### config.mk
export PLATFORM = sky130hd
export DESIGN_NAME = fifo_rd_stream
export DESIGN_NICKNAME = d
export VERILOG_FILES = /design/src/rtl/fifo_rd_stream_pkg.sv /design/src/rtl/rd_skid_buf.sv /design/src/rtl/fifo_rd_stream.sv
export SDC_FILE = /design/constraint.sdc
export NUM_CORES = 1
export LEC_CHECK = 0
export CORE_MARGIN = 2
export CORE_UTILIZATION = 43
export DETAILED_ROUTE_END_ITERATION = 10
export PLACE_DENSITY = 0.83
export SLEW_MARGIN = 20
export SYNTH_ARGS = -nofsm -noshare
export SYNTH_HDL_FRONTEND = slang
export SYNTH_HIERARCHICAL = 1
export SYNTH_SLANG_ARGS = --single-unit
### constraint.sdc
create_clock -name rclk -period 1.78 [get_ports rclk]
set_clock_uncertainty 0.2 [all_clocks]
set_input_delay 0.356 -clock rclk [delete_from_list [all_inputs] [get_ports rclk]]
set_output_delay 0.356 -clock rclk [all_outputs]
set_load 0.01 [all_outputs]
### src/rtl/fifo_rd_stream_pkg.sv
// Shared types and constants for the FIFO read-side stream consumer.
package fifo_rd_stream_pkg;

    // Occupancy of the 2-entry head/tail buffer
    typedef enum logic [1:0] {
        OCC_EMPTY = 2'd0,
        OCC_ONE   = 2'd1,
        OCC_TWO   = 2'd2
    } occ_state_e;

    localparam int unsigned WORD_CNT_W = 32;

    // Beat counter width: at least one bit even for single-beat bursts
    function automatic int unsigned beat_cnt_w(input int unsigned burst);
        return (burst <= 32'd1) ? 32'd1 : 32'(unsigned'($clog2(burst)));
    endfunction

endpackage

### src/rtl/rd_skid_buf.sv
// Two-entry head/tail buffer with its occupancy FSM; head is the stream word.
module rd_skid_buf
    import fifo_rd_stream_pkg::*;
#(
    parameter int unsigned DSIZE = 8
) (
    input  logic             clk_i,
    input  logic             rst_i,
    input  logic             flush_i,
    input  logic             push_i,
    input  logic             accept_i,
    input  logic [DSIZE-1:0] wdata_i,
    output logic [DSIZE-1:0] head_o,
    output occ_state_e       state_o
);

    occ_state_e       state_q, state_d;
    logic [DSIZE-1:0] head_q, head_d;
    logic [DSIZE-1:0] tail_q, tail_d;

    // State and storage registers
    always_ff @(posedge clk_i) begin
        if (rst_i) begin
            state_q <= OCC_EMPTY;
            head_q  <= '0;
            tail_q  <= '0;
        end else begin
            state_q <= state_d;
            head_q  <= head_d;
            tail_q  <= tail_d;
        end
    end

    // Occupancy transitions; a push is never offered while full
    always_comb begin
        state_d = state_q;
        head_d  = head_q;
        tail_d  = tail_q;
        if (flush_i) begin
            state_d = OCC_EMPTY;
        end else begin
            case (state_q)
                OCC_EMPTY: begin
                    if (push_i) begin
                        head_d  = wdata_i;
                        state_d = OCC_ONE;
                    end
                end
                OCC_ONE: begin
                    if (push_i && accept_i) begin
                        head_d = wdata_i;
                    end else if (push_i) begin
                        tail_d  = wdata_i;
                        state_d = OCC_TWO;
                    end else if (accept_i) begin
                        state_d = OCC_EMPTY;
                    end
                end
                OCC_TWO: begin
                    if (accept_i) begin
                        head_d  = tail_q;
                        state_d = OCC_ONE;
                    end
                end
                default: state_d = OCC_EMPTY;
            endcase
        end
    end

    assign head_o  = head_q;
    assign state_o = state_q;

endmodule

### src/rtl/fifo_rd_stream.sv
// Drains the dual-clock FIFO read port into a valid/ready stream framed
// into BURST-beat bursts. Optional accepted-beat counter: FIFO_RD_WORDCNT_EN.
module fifo_rd_stream
    import fifo_rd_stream_pkg::*;
#(
    parameter int unsigned DSIZE = 8,
    parameter int unsigned BURST = 4
) (
    input  logic             rclk,
    input  logic             rrst,
    input  logic [DSIZE-1:0] rdata,
    input  logic             rempty,
    output logic             rinc,
    input  logic             flush,
    output logic [DSIZE-1:0] m_data,
    output logic             m_valid,
    input  logic             m_ready,
    output logic             m_last
`ifdef FIFO_RD_WORDCNT_EN
    ,
    output logic [WORD_CNT_W-1:0] word_cnt
`endif
);

    localparam int unsigned   BW       = beat_cnt_w(BURST);
    localparam logic [BW-1:0] BEAT_MAX = BW'(BURST - 1);

    occ_state_e    state;
    logic          accept;
    logic [BW-1:0] beat_q, beat_d;

    // Pop only from registered occupancy so the FIFO never sees m_ready
    assign rinc    = !rempty && (state != OCC_TWO) && !flush && !rrst;
    assign m_valid = (state != OCC_EMPTY);
    assign accept  = m_valid && m_ready && !flush;
    assign m_last  = m_valid && (beat_q == BEAT_MAX);

    rd_skid_buf #(
        .DSIZE (DSIZE)
    ) u_buf (
        .clk_i    (rclk),
        .rst_i    (rrst),
        .flush_i  (flush),
        .push_i   (rinc),
        .accept_i (accept),
        .wdata_i  (rdata),
        .head_o   (m_data),
        .state_o  (state)
    );

    // Burst position register
    always_ff @(posedge rclk) begin
        if (rrst) beat_q <= '0;
        else      beat_q <= beat_d;
    end

    // Burst position advances per accepted beat, cleared by flush
    always_comb begin
        beat_d = beat_q;
        if (flush) begin
            beat_d = '0;
        end else if (accept) begin
            beat_d = (beat_q == BEAT_MAX) ? '0 : beat_q + BW'(1);
        end
    end

`ifdef FIFO_RD_WORDCNT_EN
    logic [WORD_CNT_W-1:0] wcnt_q, wcnt_d;

    // Accepted-beat counter register; survives flush
    always_ff @(posedge rclk) begin
        if (rrst) wcnt_q <= '0;
        else      wcnt_q <= wcnt_d;
    end

    // Count every accepted beat, wrapping naturally
    always_comb begin
        wcnt_d = wcnt_q;
        if (accept) wcnt_d = wcnt_q + WORD_CNT_W'(1);
    end

    assign word_cnt = wcnt_q;
`endif

endmodule

==> Word-level counts from Yosys, hierarchy flattened <==
Index checks and enable logic that the tools add are counted.
W data, S select, Z words.
{ "word_totals": {"inputBits": 13, "reg_bits": 20, "word_cells": 44, "out_inout_bits": 11} }
{ "classes": {"n_mux": 11, "n_reduce_logical": 17, "n_addsub": 1, "eq_ne": 9, "bitwise": 2} }
{ "ops": {"columns": ["op", "n"], "rows": [
  ["$mux W8", 3],
  ["$pmux W8 S3", 1],
  ["$mux W2", 6],
  ["$reduce_and A4 Y1", 2],
  ["$logic_and A1 B1 Y1", 7],
  ["$ne A2 B1 Y1 const B", 3],
  ["$pmux W2 S3", 1],
  ["$reduce_and A5 Y1", 1],
  ["$eq A2 B2 Y1 const B", 2],
  ["$ne A2 B2 Y1 const B", 2],
  ["$logic_not A1 Y1", 3],
  ["$ne A3 B1 Y1 const B", 1],
  ["$reduce_bool A3 Y1", 1],
  ["$add A2 B1 Y2 const B", 1],
  ["$eq A2 B1 Y1 const B", 1],
  ["$logic_not A2 Y1", 1],
  ["$not A1 Y1", 2],
  ["$reduce_bool A2 Y1", 1],
  ["$reduce_or A2 Y1", 1]
]} }

==> Logic depth before layout (Yosys ltp) <==
Gate-level depths: netlist (run 1).
{ "depth": {"ltp_word": 7, "ltp_mapped": 7, "depth_no_buf": 6} }

==> Hierarchy <==
Netlist (run 1), hierarchy kept.
{ "modules_own_cells": {"columns": ["mod", "cells_each", "area_each_um2", "n_inst"], "rows": [
  ["rd_skid_buf", 87, 853.3, 1],
  ["fifo_rd_stream", 19, 152.6, 1]
]} }

==> Worst setup path after synthesis (run 1) <==
No wires, ideal clock.
{ "synth_path": {"path_kind": "input to register", "startpoint": "input flush", "endpoint": "register u_buf.head_q[0], in the netlist u_buf/head_o[0]", "arrival_ns": 1.662, "cell_stages": 7, "setup_slack_ns": -0.168, "required_time_ns": 1.494, "path_cell_list": "nor2_1 -> o21ai_1 -> nor2_1 -> and4bb_1 -> buf_6 -> a211oi_1 -> a211oi_1"} }
{ "synth_via": {"elab_chain_len": 6} }
{ "synth_lines": {"columns": ["element", "line_no", "text"], "rows": [
  ["start, declared", "fifo_rd_stream.sv:14", "input logic flush,"],
  ["$logic_not A1 Y1 (*)", "fifo_rd_stream.sv:33", "assign rinc = !rempty && (state != OCC_TWO) && !flush && !rrst;"],
  ["$logic_and A1 B1 Y1 (*) (2 in series)", "fifo_rd_stream.sv:33", null],
  ["via rinc", "fifo_rd_stream.sv:13", "output logic rinc,"],
  ["$logic_and A1 B1 Y1", "rd_skid_buf.sv:50", "if (push_i && accept_i) begin"],
  ["$ne A2 B1 Y1 (no line)", null, null],
  ["$reduce_and A5 Y1 (no line) (*)", null, null],
  ["end signal, assigned", "rd_skid_buf.sv:25", "head_q <= '0;"],
  ["end signal, assigned", "rd_skid_buf.sv:29", "head_q <= head_d;"],
  ["end, declared", "rd_skid_buf.sv:18", "logic [DSIZE-1:0] head_q, head_d;"]
]} }
Mark *: on every way through the listed nets, which the timed path passes. The rest lies on a longest branch.
A chain may end at the register's enable or synchronous reset.

==> Worst setup path in the final report (run 1) <==
{ "layout_path": {"startpoint": "register u_buf.state_q[1], in the netlist u_buf/state_o[1]", "endpoint": "register u_buf.head_q[3], in the netlist u_buf/head_o[3]"} }
{ "layout_rtl": {"columns": ["element", "line_no", "text"], "rows": [
  ["start, declared", "rd_skid_buf.sv:17", "occ_state_e state_q, state_d;"],
  ["start signal, assigned", "rd_skid_buf.sv:28", "state_q <= state_d;"],
  ["$reduce_bool A2 Y1 (*)", "fifo_rd_stream.sv:34", "assign m_valid = (state != OCC_EMPTY);"],
  ["$logic_and A1 B1 Y1 (*) (2 in series)", "fifo_rd_stream.sv:35", "assign accept = m_valid && m_ready && !flush;"],
  ["via accept", "fifo_rd_stream.sv:29", "logic accept;"],
  ["$logic_and A1 B1 Y1", "rd_skid_buf.sv:50", null],
  ["$ne A2 B1 Y1 (no line)", null, null],
  ["$reduce_and A5 Y1 (no line) (*)", null, null]
]} }
Marks and branches as above.

==> metrics.md, run 1 <==
| Metric | Value |
|---|---|
| Die Span Y | 52.4 µm |
| PD cells | 594 nW/µm² |
| Measured slew at the worst slew-check pin | 578 ps |
| Post-DP HPWL | ~1700 µm |
| Synth warn | 6 |
| Seq. cell area | 403 µm² |
| Final Hold Fails | 0 |
| Worst hold path type | flop to flop |
| Vias in the first global route | 849 |
| Antenna violations before repair | 0 |
| Slowest CP cell | dfxtp_2 |
| Reg2Reg Setup Slack | -10 ps |
| Starting Density | 45.5% |
| FILL cells | 185 |
| Mean Syn Cell Area | between 9 and 10 µm² |
| FMAX | 0.559 GHz |
| Core area | 2210 µm² |
| Endpoint class of the critical path | flop |
| Multi-input combinational cell area | 612 µm² |
| Crit path max fanout | 8 |
| Seq cells post-synth | 20 |
| Most frequent cell after synthesis | dfxtp_1 |
| Async S/R FF share, synth | 0% |
| Number of synthesized flops with an enable pin | 0 |
| Final Cell Area | 1430 µm² |
| Longest Clk Path Bufs | 2 |
| Cts bufs inserted | 3 |
| Total grt overflow | 0 |
| GRT Total Usage | 19.6% |
| CTS Hold Buffers Added | 0 |
| Cell taking the most area after synthesis | dfxtp_1 |
| Vias | around 960 |
| Root Buffer Master | clkbuf_4 |
| Row Count | 17 |
| Area growth, synth to finish | 41.8% |
| Critical-path cell list | or2_4 > and2_4 > mux2_4 > a21o_4 > a211oi_2 |
| Final RePlAce weighted congestion | 0.763 |
| DIE AREA | 2740 µm² |
| Tmin final | 1790 ps |
| WP data arrival | 1820 ps |
| Port bufs | 23 |
| Vias per cell | 5.70 |
| VDD IR max | approximately 540 µV |
| DRT Pass-1 Iters | 4 |
| Worst setup margin | -9.73 ps |
| Final Slew Violations | 0 |
| Worst-path clk slew | roughly 110 ps |
| Crit start category | flop |
| Post-Synthesis Cells | 106 |
| LEAKAGE | 0.698 nW |
| Sequential fraction of the synthesis area | 39.8% |
| Total wire length | between 2000 and 3000 µm |
| Top cells by area, synth | dfxtp_1 40%, a211oi_1 12%, mux2i_1 8.0% |
| Unique masters post-synth | 30 |
| # diodes | 0 |
| H-Tree Depth | 1 |
| Share of the synthesized area in the top cell type | 39.8% |
| RSZ-0062 raised after global routing | yes |
| Max cap viols | 0 |
| First-pass GRT wire length | 3940 µm |
| Nets | between 150 and 200 |
| Worst-skew pair later-pin latency | approximately 300 ps |
| Max incr delay on CP | 340 ps |
| Ys flop type | dfxtp_1 |
| WS Path Type | flop to flop |
| Sink Count | 20 |
| Core Util, Final | between 60% and 70% |
| Final setup vio count | 2 |
| Status | complete, but fails checks |
| Area of the mapped netlist | 1010 µm² |
| Io pins | 24 |
| Die width | 52.4 µm |
| Synth top cells by count | 20 x dfxtp_1, 16 x a211oi_1 |
| Drt wl/cell | 14.9 µm |
| Largest net degree at the start of global routing | 19 |
| Area after DPL | 1320 µm² |
| Syn_nets | 120 |
| Layout cell share with drive strength beyond 1 | 30.0% |
| DRC viols | 0 |
| Iteration-0 DRC count of the detailed router | 20 |
| Period utilization | 101% |
| DRT antenna net count | 0 |
| Failing checks | negative setup slack |
| Max_slew headroom | 61.3% |
| CP required | 1810 ps |
| CTS tree | built |
==> repair_timing <==
item / CTS / global route
pin swaps: 1 / 5
gates cloned: 1 / 0
setup buffers: 1 / 0
gates resized for setup: 23 / 16
setup endpoints to repair: 20 / 27
==> flip-flops by register name, summed over array words and instances (netlist names) <==
| name | flops |
|---|---|
| u_buf/state_o | 2 |
| u_buf/head_o | 8 |
| u_buf/tail_q | 8 |
| beat_q | 2 |
==> worst paths after layout <==
kind / cells past startpoint / to / startpoint
worst max-delay path: 5 / u_buf/head_o[3] / u_buf/state_o[1]
worst min-delay path: 2 / beat_q[1] / beat_q[1]
worst max register to register: 5 / u_buf/head_o[3] / u_buf/state_o[1]
worst min register to register: 2 / beat_q[1] / beat_q[1]
==> critical path, delay by kind of cell (launching register included) <==
| kind | cells | cell delay [ps] |
|---|---|---|
| AND/OR/NAND/NOR | 2 | 420 |
| AO/OA/AOI/OAI | 2 | 460 |
| flip-flops | 1 | 340 |
| multiplexers | 1 | 290 |
==> placed cells by master (no fill, tap or decap), types with 2 or more instances in the layout <==
master	Yosys	layout
mux2i_1	8	8
a21oi_1	8	8
a211oi_2	1	8
clkdlybuf4s50_1	0	9
o21ai_0	8	4
nand3_1	8	8
a211oi_1	16	9
dfxtp_1	20	18
dfxtp_2	0	2
buf_2	2	3
dlygate4sd2_1	0	3
nand4_1	2	2
nor2_1	4	2
o21ai_2	2	2
nor2_2	0	2
nand2_1	3	3
o21ai_1	1	5
dlymetal6s2s_1	0	8
nand2b_1	2	2
inv_1	2	2
buf_4	0	12
clkbuf_4	0	3
==> kinds of logic after synthesis <==
kind of cell             share of synthesized area [%]
AO/OA/AOI/OAI                                     26.5
adder cells (fa/ha/maj)                           1.24
buffers and inverters                             5.10
flip-flops                                        39.8
multiplexers                                      9.45
AND/OR/NAND/NOR                                   17.9
==> cell type report <==
cell class	instances	share of cell area (%)
Inverter	2	0.526
Tap cell	28	2.46
Sequential cell	20	28.2
Timing Repair Buffer	36	23.3
Clock buffer	4	2.54
Multi-Input combinational cell	78	42.9
==> where the power goes <==
group,total [mW],internal [mW],switching (mW)
Combinational,0.122,0.0621,0.0602
Sequential,0.459,0.455,0.00440
Clock,0.266,0.125,0.141
Total,0.847,0.642,0.205
==> stage by stage <==
| stage | instances | TNS, ps | hold slack [ps] | setup WS [ps] | power [mW] |
|---|---|---|---|---|---|
| after floorplan | 106 | -498 | 243 | -57.9 | 0.519 |
| after global placement | 162 | -7610 | 254 | -469 | 0.581 |
| after detailed placement | 162 | -8510 | 267 | -553 | 0.584 |
| after CTS | 168 | -10.4 | 282 | -10.4 | 0.845 |
| after global routing | 168 | -779 | 308 | -72.6 | 0.885 |
| final | 168 | -19.2 | 282 | -9.73 | 0.847 |
==> layer usage <==
layer  global-route usage, %  share of wire, %  vias up
met2                    30.6                50       26
met4                    7.69              0.44        0
met5                       0                 0        -
li1                        -                 -      473
met1                    27.1                45      457
met3                    2.57               4.8        2
Note: power is estimated with default switching activity, not from simulation.
==> run 2: changes to the inputs <==
- CAP_MARGIN: default -> 20
==> results of run 2 <==
Final layout, timing and power as in run 1 (identical DEF).
